## src/rtl/wb_axis_in_pkg.sv

```systemverilog
// Shared definitions for the Wishbone-to-AXI-Stream input bridge: register
// offsets, STATUS bit positions, bridge FSM states and byte-lane merge helper.
package wb_axis_in_pkg;

   localparam logic [7:0] OFS_LEN     = 8'h10;
   localparam logic [7:0] OFS_PUSH    = 8'h80;
   localparam logic [7:0] OFS_PUSH_NB = 8'h84;
   localparam logic [7:0] OFS_STATUS  = 8'h88;

   localparam int ST_FULL_BIT  = 0;
   localparam int ST_EMPTY_BIT = 1;
   localparam int ST_OVF_BIT   = 2;
   localparam int ST_PKT_BIT   = 3;
   localparam int ST_OCC_LSB   = 8;

   typedef enum logic [1:0] {
      S_IDLE      = 2'd0,
      S_ACK       = 2'd1,
      S_WAIT_PUSH = 2'd2
   } wb_state_e;

   // Merge the byte lanes selected by sel from new_v into old_v.
   function automatic logic [31:0] apply_sel(input logic [31:0] old_v,
                                             input logic [31:0] new_v,
                                             input logic [3:0]  sel);
      logic [31:0] r;
      r = old_v;
      for (int b = 0; b < 4; b++) begin
         if (sel[b]) begin
            r[8*b +: 8] = new_v[8*b +: 8];
         end else begin
            r[8*b +: 8] = old_v[8*b +: 8];
         end
      end
      return r;
   endfunction

endpackage

```

## src/rtl/axis_in_fifo.sv

```systemverilog
// Pointer-based circular FIFO; push at full is honoured only together with a pop.
// Head data reads as zero while empty so the stream data is clean after reset.
module axis_in_fifo #(
   parameter int pWIDTH = 32,
   parameter int pDEPTH = 4
) (
   input  logic                     clk_i,
   input  logic                     rst_n_i,
   input  logic                     push_i,
   input  logic                     pop_i,
   input  logic [pWIDTH-1:0]        din_i,
   output logic [pWIDTH-1:0]        dout_o,
   output logic [$clog2(pDEPTH):0]  count_o,
   output logic                     full_o,
   output logic                     empty_o
);

   localparam int AW = $clog2(pDEPTH);
   localparam int CW = AW + 1;

   logic [pWIDTH-1:0] mem_q [pDEPTH];
   logic [AW-1:0]     wr_ptr_q, wr_ptr_d;
   logic [AW-1:0]     rd_ptr_q, rd_ptr_d;
   logic [CW-1:0]     count_q, count_d;
   logic              push_s, pop_s;

   assign empty_o = (count_q == {CW{1'b0}});
   assign full_o  = (count_q == CW'(pDEPTH));
   assign pop_s   = pop_i & ~empty_o;
   assign push_s  = push_i & (~full_o | pop_s);
   assign count_o = count_q;
   assign dout_o  = empty_o ? {pWIDTH{1'b0}} : mem_q[rd_ptr_q];

   // Pointer advance (power-of-two depth wraps naturally) and occupancy update.
   always_comb begin
      wr_ptr_d = wr_ptr_q;
      rd_ptr_d = rd_ptr_q;
      count_d  = count_q;
      if (push_s) begin
         wr_ptr_d = wr_ptr_q + AW'(1);
      end else begin
         wr_ptr_d = wr_ptr_q;
      end
      if (pop_s) begin
         rd_ptr_d = rd_ptr_q + AW'(1);
      end else begin
         rd_ptr_d = rd_ptr_q;
      end
      case ({push_s, pop_s})
         2'b10:   count_d = count_q + CW'(1);
         2'b01:   count_d = count_q - CW'(1);
         default: count_d = count_q;
      endcase
   end

   // Pointer and count registers.
   always_ff @(posedge clk_i or negedge rst_n_i) begin
      if (!rst_n_i) begin
         wr_ptr_q <= {AW{1'b0}};
         rd_ptr_q <= {AW{1'b0}};
         count_q  <= {CW{1'b0}};
      end else begin
         wr_ptr_q <= wr_ptr_d;
         rd_ptr_q <= rd_ptr_d;
         count_q  <= count_d;
      end
   end

   // Storage array; contents are don't-care until written.
   always_ff @(posedge clk_i) begin
      if (push_s) begin
         mem_q[wr_ptr_q] <= din_i;
      end
   end

endmodule

```

## src/rtl/wb_axis_in_fifo.sv

```systemverilog
// Wishbone slave feeding an AXI-Stream master through a FIFO, with packet tlast
// generation and sticky status. Define WB_AXISIN_NB_PUSH_EN to enable PUSH_NB.
module wb_axis_in_fifo
   import wb_axis_in_pkg::*;
#(
   parameter int          pDATA_WIDTH = 32,
   parameter int          pFIFO_DEPTH = 4,
   parameter logic [7:0]  pBASE_HI    = 8'h30
) (
   input  logic                   wb_clk_i,
   input  logic                   wb_rst_n_i,
   input  logic                   wbs_stb_i,
   input  logic                   wbs_cyc_i,
   input  logic                   wbs_we_i,
   input  logic [3:0]             wbs_sel_i,
   input  logic [31:0]            wbs_adr_i,
   input  logic [31:0]            wbs_dat_i,
   output logic                   wbs_ack_o,
   output logic [31:0]            wbs_dat_o,
   output logic                   ss_tvalid,
   output logic [pDATA_WIDTH-1:0] ss_tdata,
   output logic                   ss_tlast,
   input  logic                   ss_tready
);

   localparam int pCNT_WIDTH = $clog2(pFIFO_DEPTH) + 1;

   wb_state_e               state_q, state_d;
   logic                    ack_q, ack_d;
   logic [31:0]             dat_q, dat_d;
   logic [31:0]             len_q, len_d;
   logic [31:0]             beat_q, beat_d;
   logic                    pkt_q, pkt_d;
   logic                    ovf_s;

   logic [pCNT_WIDTH-1:0]   count_s;
   logic                    full_s, empty_s;
   logic                    pop_s, push_ok_s, push_s;
   logic                    req_s, bus_s;
   logic [7:0]              offset_s;
   logic                    len_we_s, stat_rd_s;
   logic [31:0]             rdata_s, status_s;
   logic                    unused_s;

   assign unused_s  = ^{wbs_adr_i[23:8]};
   assign bus_s     = wbs_stb_i & wbs_cyc_i;
   assign req_s     = bus_s & (wbs_adr_i[31:24] == pBASE_HI) & ~ack_q;
   assign offset_s  = wbs_adr_i[7:0];
   assign ss_tvalid = ~empty_s;
   assign pop_s     = ss_tvalid & ss_tready;
   assign push_ok_s = ~full_s | pop_s;
   assign ss_tlast  = ss_tvalid & (len_q != 32'd0) & (beat_q == (len_q - 32'd1));
   assign wbs_ack_o = ack_q;
   assign wbs_dat_o = dat_q;

   axis_in_fifo #(
      .pWIDTH (pDATA_WIDTH),
      .pDEPTH (pFIFO_DEPTH)
   ) u_fifo (
      .clk_i   (wb_clk_i),
      .rst_n_i (wb_rst_n_i),
      .push_i  (push_s),
      .pop_i   (pop_s),
      .din_i   (wbs_dat_i),
      .dout_o  (ss_tdata),
      .count_o (count_s),
      .full_o  (full_s),
      .empty_o (empty_s)
   );

   // STATUS word assembled from live FIFO state and sticky flags.
   always_comb begin
      status_s                 = 32'h0000_0000;
      status_s[ST_FULL_BIT]    = full_s;
      status_s[ST_EMPTY_BIT]   = empty_s;
      status_s[ST_OVF_BIT]     = ovf_s;
      status_s[ST_PKT_BIT]     = pkt_q;
      status_s[ST_OCC_LSB +: 8] = 8'(count_s);
   end

`ifdef WB_AXISIN_NB_PUSH_EN
   logic ovf_q, ovf_d, ovf_set_s;
   assign ovf_s = ovf_q;
`else
   assign ovf_s = 1'b0;
`endif

   // Bridge FSM: decode, register actions, push stall and one-cycle ack.
   always_comb begin
      state_d   = state_q;
      push_s    = 1'b0;
      len_we_s  = 1'b0;
      stat_rd_s = 1'b0;
      rdata_s   = 32'h0000_0000;
`ifdef WB_AXISIN_NB_PUSH_EN
      ovf_set_s = 1'b0;
`endif
      case (state_q)
         S_IDLE: begin
            if (req_s && wbs_we_i && (offset_s == OFS_PUSH)) begin
               if (push_ok_s) begin
                  push_s  = 1'b1;
                  state_d = S_ACK;
               end else begin
                  state_d = S_WAIT_PUSH;
               end
            end else if (req_s) begin
               state_d = S_ACK;
               if (wbs_we_i) begin
                  if (offset_s == OFS_LEN) begin
                     len_we_s = 1'b1;
                  end
`ifdef WB_AXISIN_NB_PUSH_EN
                  else if (offset_s == OFS_PUSH_NB) begin
                     if (push_ok_s) begin
                        push_s = 1'b1;
                     end else begin
                        ovf_set_s = 1'b1;
                     end
                  end
`endif
                  else begin
                     len_we_s = 1'b0;
                  end
               end else if (offset_s == OFS_LEN) begin
                  rdata_s = len_q;
               end else if (offset_s == OFS_STATUS) begin
                  rdata_s   = status_s;
                  stat_rd_s = 1'b1;
               end else begin
                  rdata_s = 32'h0000_0000;
               end
            end else begin
               state_d = S_IDLE;
            end
         end
         S_WAIT_PUSH: begin
            if (!bus_s) begin
               state_d = S_IDLE;
            end else if (push_ok_s) begin
               push_s  = 1'b1;
               state_d = S_ACK;
            end else begin
               state_d = S_WAIT_PUSH;
            end
         end
         S_ACK:   state_d = S_IDLE;
         default: state_d = S_IDLE;
      endcase
   end

   // Next values for ack/read data, LEN, beat counter and packet-done flag.
   always_comb begin
      ack_d  = (state_d == S_ACK);
      dat_d  = (state_d == S_ACK) ? rdata_s : 32'h0000_0000;
      len_d  = len_we_s ? apply_sel(len_q, wbs_dat_i, wbs_sel_i) : len_q;
      beat_d = beat_q;
      if (len_we_s) begin
         beat_d = 32'd0;
      end else if (pop_s) begin
         beat_d = ss_tlast ? 32'd0 : (beat_q + 32'd1);
      end else begin
         beat_d = beat_q;
      end
      pkt_d = (pop_s & ss_tlast) | (pkt_q & ~stat_rd_s);
   end

   // Control and register state.
   always_ff @(posedge wb_clk_i or negedge wb_rst_n_i) begin
      if (!wb_rst_n_i) begin
         state_q <= S_IDLE;
         ack_q   <= 1'b0;
         dat_q   <= 32'h0000_0000;
         len_q   <= 32'h0000_0000;
         beat_q  <= 32'h0000_0000;
         pkt_q   <= 1'b0;
      end else begin
         state_q <= state_d;
         ack_q   <= ack_d;
         dat_q   <= dat_d;
         len_q   <= len_d;
         beat_q  <= beat_d;
         pkt_q   <= pkt_d;
      end
   end

`ifdef WB_AXISIN_NB_PUSH_EN
   // Sticky overflow from dropped non-blocking pushes; a set beats a read-clear.
   always_comb begin
      ovf_d = ovf_set_s | (ovf_q & ~stat_rd_s);
   end

   // Overflow flag register.
   always_ff @(posedge wb_clk_i or negedge wb_rst_n_i) begin
      if (!wb_rst_n_i) begin
         ovf_q <= 1'b0;
      end else begin
         ovf_q <= ovf_d;
      end
   end
`endif

endmodule

```

## config.mk

```make
export PLATFORM = sky130hd
export DESIGN_NAME = wb_axis_in_fifo
export DESIGN_NICKNAME = d
export VERILOG_FILES = /design/src/rtl/wb_axis_in_pkg.sv /design/src/rtl/axis_in_fifo.sv /design/src/rtl/wb_axis_in_fifo.sv
export SDC_FILE = /design/constraint.sdc
export NUM_CORES = 1
export LEC_CHECK = 0
export ABC_AREA = 1
export BUFFER_PORTS_ARGS = -buffer_cell sky130_fd_sc_hd__buf_2
export CELL_PAD_IN_SITES_DETAIL_PLACEMENT = 1
export CELL_PAD_IN_SITES_GLOBAL_PLACEMENT = 1
export CORE_AREA = 2 2 177 179
export CTS_CLUSTER_DIAMETER = 150
export DETAILED_ROUTE_END_ITERATION = 6
export DIE_AREA = 0 0 179 181
export PLACE_DENSITY_LB_ADDON = 0.2
export SETUP_SLACK_MARGIN = 0.1
export SYNTH_ARGS = -nofsm -noshare
export SYNTH_HDL_FRONTEND = slang
export SYNTH_HIERARCHICAL = 1
export SYNTH_SLANG_ARGS = --single-unit
```

## constraint.sdc

```tcl
create_clock -name wb_clk_i -period 3.6 [get_ports wb_clk_i]
set_input_delay 0.36 -clock wb_clk_i [delete_from_list [all_inputs] [get_ports wb_clk_i]]
set_output_delay 0.36 -clock wb_clk_i [all_outputs]
set_load 0.02 [all_outputs]
```

======== Word level (Yosys, flattened, before mapping) ========
Memory sizes are Yosys's and may differ from the RTL's.
Index checks and enable logic that the tools add are counted.
storage, ports and cells
  memories ................................ 1
  logic and storage cells ................. 91
  register bits after elaboration ......... 107
  bits in writable memories ............... 128
memories
  memory        depth  width  rd ports  clocked after Yosys merged registers in  wr ports  line                text
  u_fifo.mem_q  4      32     1         0                                        1         axis_in_fifo.sv:21  logic [pWIDTH-1:0] mem_q [pDEPTH];
cells by class
  $add $sub $neg .......................... 6
  reduce and logical (&&, ||, !) cells .... 11
  muxes and demuxes ....................... 34
  bitwise logic cells ..................... 17
  equal/unequal tests ..................... 10
operator list
  cell                     count
  $mux W32                 10
  $add A32 B1 Y32 const B  1
  $eq A32 B32 Y1           1
  $reduce_bool A32 Y1      1
  $sub A32 B1 Y32 const B  1
  $mux W1                  17
  $eq A8 B8 Y1 const B     2
  $mux W11                 1
  $and A1 B1 Y1            10
  $eq A8 B5 Y1 const B     1
  $eq A8 B6 Y1 const B     1
  $reduce_and A2 Y1        4
  $mux W2                  3
  $pmux W3 S2              1
  $add A2 B1 Y2 const B    2
  $eq A2 B1 Y1 const B     2
  $eq A2 B2 Y1 const B     2
  $not A1 Y1               4
  $pmux W2 S2              1
  $reduce_bool A2 Y1       2
  $add A3 B1 Y3 const B    1
  $eq A3 B3 Y1 const B     1
  $logic_not A3 Y1         1
  $or A1 B1 Y1             3
  4 further kinds          5

======== Depth between registers and ports, before layout ========
  word-level depth ........................ 10
  depth in mapped cells ................... 20
  mapped depth without buffers ............ 19

======== Hierarchy ========
Netlist, hierarchy kept.
by module, submodules not included
  module           area each (um^2)  seq. area each (um^2)  times used  cells each
  wb_axis_in_fifo  6,120.9           2,502.4                1           845
  axis_in_fifo     5,891.9           4,018.9                1           565

======== Worst setup path after synthesis ========
No wires, ideal clock.
  kind .................................... input port to flip-flop
  start ................................... input port wbs_adr_i[1]
  end ..................................... memory u_fifo.mem_q[0][0], enable pin
  data required time ...................... 3,179 ps
  stages on the path ...................... 8
  data arrival time ....................... 3,229 ps
  path slack .............................. -50 ps
  setup time .............................. 421 ps
  cell sequence ........................... or2_2 > nor3_1 > inv_1 > nor4_1 > nand3_1 > a21oi_1 > nand2_1 > nor2_1
on the way
  word-level cells in the longest chain between the ends .. 7
ends and longest elaborated chain
  item                           line                    text
  from (decl)                    wb_axis_in_fifo.sv:16   input logic [31:0] wbs_adr_i,
  $eq A8 B8 Y1                   wb_axis_in_fifo.sv:100  if (req_s && wbs_we_i && (offset_s == OFS_PUSH)) begin
  $logic_and A1 B1 Y1            wb_axis_in_fifo.sv:100
  $mux W1                        wb_axis_in_fifo.sv:100
  $pmux W1 S2                    wb_axis_in_fifo.sv:98   case (state_q)
  named net push_s               wb_axis_in_fifo.sv:38   logic pop_s, push_ok_s, push_s;
  $and A1 B1 Y1                  axis_in_fifo.sv:30      assign push_s = push_i & (~full_o | pop_s);
  $mux W1                        axis_in_fifo.sv:71      if (push_s) begin
  $mux W1 (implied by the code)  axis_in_fifo.sv:72      mem_q[wr_ptr_q] <= din_i;
  to (decl)                      axis_in_fifo.sv:21
The timed path passes the listed nets, and every way through them passes these cells.

======== Worst setup path after layout ========
  start ................................... register len_q[8]
  end ..................................... output port ss_tlast
on the way
  word-level cells in the longest chain between the ends .. 3
ends and longest elaborated chain
  item                                                    line                    text
  from (decl)                                             wb_axis_in_fifo.sv:31   logic [31:0] len_q, len_d;
  from (signal assigned)                                  wb_axis_in_fifo.sv:181  len_q <= len_d;
  $sub A32 B1 Y32 or $reduce_bool A32 Y1 (tied branches)  wb_axis_in_fifo.sv:52   assign ss_tlast = ss_tvalid & (len_q != 32'd0) & (beat_q == (len_q - 32'd1));
  $eq A32 B32 Y1 or $and A1 B1 Y1 (tied branches)         wb_axis_in_fifo.sv:52
  $and A1 B1 Y1 (*)                                       wb_axis_in_fifo.sv:52
  to (decl)                                               wb_axis_in_fifo.sv:22   output logic ss_tlast,
Mark *: on every way between the ends. The rest lies on a longest branch, timed or not.

==> impl_metrics.prom <==
# TYPE chip_impl_metric gauge
chip_impl_metric{name="antenna_found_initial",unit=""} 0
chip_impl_metric{name="timing.fmax",unit="GHz"} 0.311
chip_impl_metric{name="clock_power_share",unit="%"} 34.7
chip_impl_metric{name="post_synth_instance_area",unit="um2"} 12000
chip_impl_metric{name="switching_power",unit="uW"} 2720
chip_impl_metric{name="num_io_pins",unit=""} 141
chip_impl_metric{name="first_global_vias",unit=""} 10172
chip_impl_metric{name="cp_max_fo",unit=""} 5
chip_impl_info{name="setup_crit_end_kind",value="output pin"} 1
chip_impl_metric{name="drc_errors",unit=""} 0
chip_impl_metric{name="maxCapViolations",unit=""} 0
chip_impl_info{name="hold_path_class",value="input pin to register"} 1
chip_impl_metric{name="timing.final.ws_setup",unit="ps"} 381
chip_impl_metric{name="synth-edff-count",unit=""} 128
chip_impl_metric{name="async_reset_ff_share",unit="%"} 45.5
chip_impl_metric{name="total_core_area",unit="um2"} 30300
chip_impl_metric{name="pre_cts_slack",unit="ps"} 172
chip_impl_metric{name="netSwitchingFraction",unit="%"} 34.9
chip_impl_metric{name="drt_pre_antenna_iters",unit=""} 5
chip_impl_metric{name="die_span_in_y",unit="um"} 181
chip_impl_metric{name="worstMarginPinSlew",unit="ps"} 904
chip_impl_metric{name="filler_cell_count",unit=""} 3619
chip_impl_info{name="post-synth-top-count-cell",value="sky130_fd_sc_hd__nand2_1"} 1
chip_impl_info{name="ys_dominant_reg_cell",value="sky130_fd_sc_hd__edfxtp_1"} 1
chip_impl_metric{name="worst_clock_skew",unit="ps"} 11.4
chip_impl_metric{name="syn_area_per_cell",unit="um2"} 8.52
chip_impl_metric{name="required",unit="ps"} 3240
chip_impl_metric{name="dieWidth",unit="um"} 179
chip_impl_metric{name="ys_warns",unit=""} 6
chip_impl_metric{name="grt_util_all_layers",unit="%"} 21.2
chip_impl_metric{name="detail_route.wl_per_cell",unit="um"} 17.2
chip_impl_metric{name="clock_path_buffers",unit=""} 3
chip_impl_metric{name="power.share.sequential",unit="%"} 37.9
chip_impl_metric{name="rows",unit=""} 64
chip_impl_info{name="synth.area.top_cells",value="sky130_fd_sc_hd__edfxtp_1 (32%), sky130_fd_sc_hd__dfrtp_1 (22%), sky130_fd_sc_hd__nand2_1 (13%)"} 1
chip_impl_metric{name="antenna_cells",unit=""} 0
chip_impl_metric{name="nNetsFinal",unit=""} 1622
chip_impl_metric{name="die-area",unit="um2"} 32400
chip_impl_metric{name="synth.yosys.seq_area_share",unit="%"} 54.3
chip_impl_metric{name="period_needed",unit="ps"} 3220
chip_impl_metric{name="p_total",unit="uW"} 7800
chip_impl_metric{name="pwr-share-comb",unit="%"} 27.5
chip_impl_metric{name="grt_max_degree",unit=""} 67
chip_impl_metric{name="finalHoldViolations",unit=""} 0
chip_impl_metric{name="detail_route.vias_per_cell",unit=""} 4.88
chip_impl_metric{name="detailedPlacementHpwl",unit="um"} 23700
chip_impl_metric{name="drtAntennaViolNets",unit=""} 0
chip_impl_metric{name="synth_cell_types",unit=""} 39
chip_impl_metric{name="clk_slew_on_worst_s_h_paths",unit="ps"} 70
chip_impl_info{name="cell_breakdown_of_the_critical_path",value="nor2_2, nand2_1, nor2_1, nand2_1, o21ai_1, nand2_1, nand2_1, o21ai_1, inv_1, nand2_1, nor2_2, nand2_2, inv_1, buf_2"} 1
chip_impl_metric{name="holdWs",unit="ps"} 68.5
chip_impl_metric{name="pwr_density_cell",unit="nW/um2"} 557
chip_impl_metric{name="yosys_register_bits",unit=""} 235
chip_impl_info{name="root_buffer",value="sky130_fd_sc_hd__clkbuf_16"} 1
chip_impl_info{name="status",value="completed"} 1
chip_impl_metric{name="synthesis.instances",unit=""} 1410
chip_impl_info{name="critPathTopFamily",value="simple AND/OR/NAND/NOR gates"} 1
chip_impl_info{name="synth.top_cells.by_count",value="sky130_fd_sc_hd__nand2_1 (411), sky130_fd_sc_hd__inv_1 (195), sky130_fd_sc_hd__nor2_1 (157)"} 1
chip_impl_metric{name="syn_to_final_growth",unit="%"} 16.6
chip_impl_metric{name="final_max_slew_viol_count",unit=""} 0
chip_impl_metric{name="ratio_of_final_minimum_period_to_clock_period",unit="%"} 89.4
chip_impl_info{name="yosysTopAreaCell",value="sky130_fd_sc_hd__edfxtp_1"} 1
chip_impl_metric{name="initial_utilization",unit="%"} 39.6
chip_impl_info{name="rsz0062_at_grt",value="false"} 1
chip_impl_metric{name="gp_congestion",unit=""} 0.843
chip_impl_metric{name="final_layout_size_suffix_gt1_share",unit="%"} 16.9
chip_impl_metric{name="dr_total_vias",unit=""} 9533
chip_impl_metric{name="total_clock_sinks",unit=""} 235
chip_impl_metric{name="cts_made_buffers",unit=""} 25
chip_impl_metric{name="wirelength",unit="um"} 33600
chip_impl_info{name="crit_slowest_cell",value="sky130_fd_sc_hd__dfrtp_1"} 1
chip_impl_info{name="path_common_cell",value="sky130_fd_sc_hd__nand2_1"} 1
chip_impl_metric{name="grt_overflow_total",unit=""} 0
chip_impl_metric{name="postSynthNetCount",unit=""} 1492
chip_impl_metric{name="synth_top_area_share",unit="%"} 32.0
chip_impl_metric{name="timing.max_slew.rel_slack",unit="%"} 38.9
chip_impl_metric{name="internal_power",unit="uW"} 5080
chip_impl_info{name="worstSetupStartpointType",value="register"} 1
chip_impl_metric{name="grt_first_pass_wirelength",unit="um"} 53900
chip_impl_info{name="ws_path_type",value="register to output pin"} 1
chip_impl_metric{name="setup_violations",unit=""} 0
chip_impl_metric{name="worstPathArrival",unit="ps"} 2860
chip_impl_info{name="clock_tree_from_tritoncts",value="built"} 1
chip_impl_metric{name="critical_path_buf_inv_count",unit=""} 3
chip_impl_metric{name="clock_insertion_delay_worst_skew",unit="ps"} 530
chip_impl_metric{name="place.port_buffers",unit=""} 124
chip_impl_metric{name="max_stage_delay",unit="ps"} 540
chip_impl_metric{name="initial_drc_count",unit=""} 428
chip_impl_metric{name="vdd_ir_max",unit="mV"} 0.321
chip_impl_metric{name="htreeDepth",unit=""} 1
chip_impl_metric{name="leakage",unit="uW"} 0.00677
-- layer usage --
metal  GRT usage [%]  vias to the layer above  part of all wire (%)
li1                -                     4674                     -
met1            26.9                     4671                    43
met2            38.1                      140                    51
met3            2.57                       48                   3.5
met4            5.07                        0                   2.1
met5               0                        -                     0
-- state kept, by name, indices dropped and copies added (netlist names) --
signal           cells
wbs_ack_o            1
len_q               32
u_fifo/rd_ptr_q      2
state_q              2
u_fifo/count_o       3
u_fifo/mem_q       128
u_fifo/wr_ptr_q      2
beat_q              32
pkt_q                1
wbs_dat_o           32
-- cell usage in the layout, fill, tap and decap left out, types with 3 or more instances in the layout --
cell type and n:
sky130_fd_sc_hd__buf_4 16, sky130_fd_sc_hd__clkinv_1 30, sky130_fd_sc_hd__inv_2 14, sky130_fd_sc_hd__inv_6 3, sky130_fd_sc_hd__buf_2 123, sky130_fd_sc_hd__nand3b_1 8
sky130_fd_sc_hd__nand2_2 5, sky130_fd_sc_hd__o21ai_1 4, sky130_fd_sc_hd__ha_1 6, sky130_fd_sc_hd__a21oi_1 36, sky130_fd_sc_hd__nor2_4 4, sky130_fd_sc_hd__o21ai_0 9
sky130_fd_sc_hd__clkbuf_16 27, sky130_fd_sc_hd__o21bai_1 3, sky130_fd_sc_hd__inv_1 195, sky130_fd_sc_hd__clkinv_2 5, sky130_fd_sc_hd__nor2_2 13, sky130_fd_sc_hd__edfxtp_1 128
sky130_fd_sc_hd__nand3_1 104, sky130_fd_sc_hd__mux2_2 32, sky130_fd_sc_hd__nor4_1 6, sky130_fd_sc_hd__dfrtp_1 106, sky130_fd_sc_hd__nand2_1 411, sky130_fd_sc_hd__clkinvlp_4 4
sky130_fd_sc_hd__buf_12 4, sky130_fd_sc_hd__nor2_1 149, sky130_fd_sc_hd__nor3_1 20, sky130_fd_sc_hd__xnor2_1 22, sky130_fd_sc_hd__xor2_1 31, sky130_fd_sc_hd__nand4_1 16
-- final cells by class --
| class | count | area, um2 | area share [%] |
|---|---|---|---|
| sequential | 235 | 6520 | 46.6 |
| multi-input combinational | 893 | 4380 | 31.3 |
| inverter | 241 | 907 | 6.47 |
| timing repair buffer | 144 | 826 | 5.89 |
| clock buffer | 29 | 703 | 5.02 |
| tap | 396 | 495 | 3.54 |
| clock inverter | 17 | 173 | 1.23 |
-- cell families (layout without fill, tap and decap cells) --
family | Yosys count | count (layout) | share of synthesized area (%)
buf+inv | 282 | 431 | 9.50
xor+xnor | 53 | 53 | 3.86
compound gates | 57 | 57 | 2.54
fa+ha+maj | 8 | 8 | 0.896
mux | 32 | 32 | 3.00
simple gates | 743 | 743 | 25.9
flops | 235 | 235 | 54.3
-- per-stage QoR --
step | utilization, % | cell area, um2 | TNS [ps] | instances
2_1_floorplan | - | 12000 | -6370 | 1410
3_3_place_gp | 43.1 | 13100 | 0 | 1906
3_5_place_dp | 43.1 | 13100 | 0 | 1906
4_1_cts | 46.0 | 14000 | 0 | 1953
5_1_grt | 46.2 | 14000 | 0 | 1955
6_report | 46.2 | 14000 | 0 | 1955
-- worst paths after layout --
kind                                    from             endpoint  depth (start not counted)  slack (ps)
setup / recovery                    len_q[8]             ss_tlast                         14         380
hold / removal                 wbs_dat_i[20]  u_fifo/mem_q[2][20]                          1          70
setup reg to reg           u_fifo/count_o[0]    u_fifo/count_o[2]                         18         610
hold reg to reg                        pkt_q                pkt_q                          2         480
max in group asynchronous         wb_rst_n_i        wbs_dat_o[17]                          3        2230
min in group asynchronous         wb_rst_n_i            wbs_ack_o                          2         460
-- power groups by stage --
| stage | combinational [uW] | sequential (uW) | clock [uW] |
|---|---|---|---|
| finish | 2140 | 2950 | 2710 |
| global route | 2400 | 2960 | 2860 |
| CTS | 2190 | 2950 | 2770 |
| detailed placement | 2160 | 3010 | 0 |
| global placement | 2110 | 3000 | 0 |
| floorplan | 1500 | 2990 | 0 |
-- repair_timing --
| action | in CTS | in global routing |
|---|---|---|
| setup endpoints to repair | 0 | 1 |
| hold buffers | 1 | 0 |
| gates resized for setup | 0 | 6 |
| hold endpoints to repair | 60 | 0 |
| buffers inserted | 0 | 2 |
(Power assumes the default switching activity.)
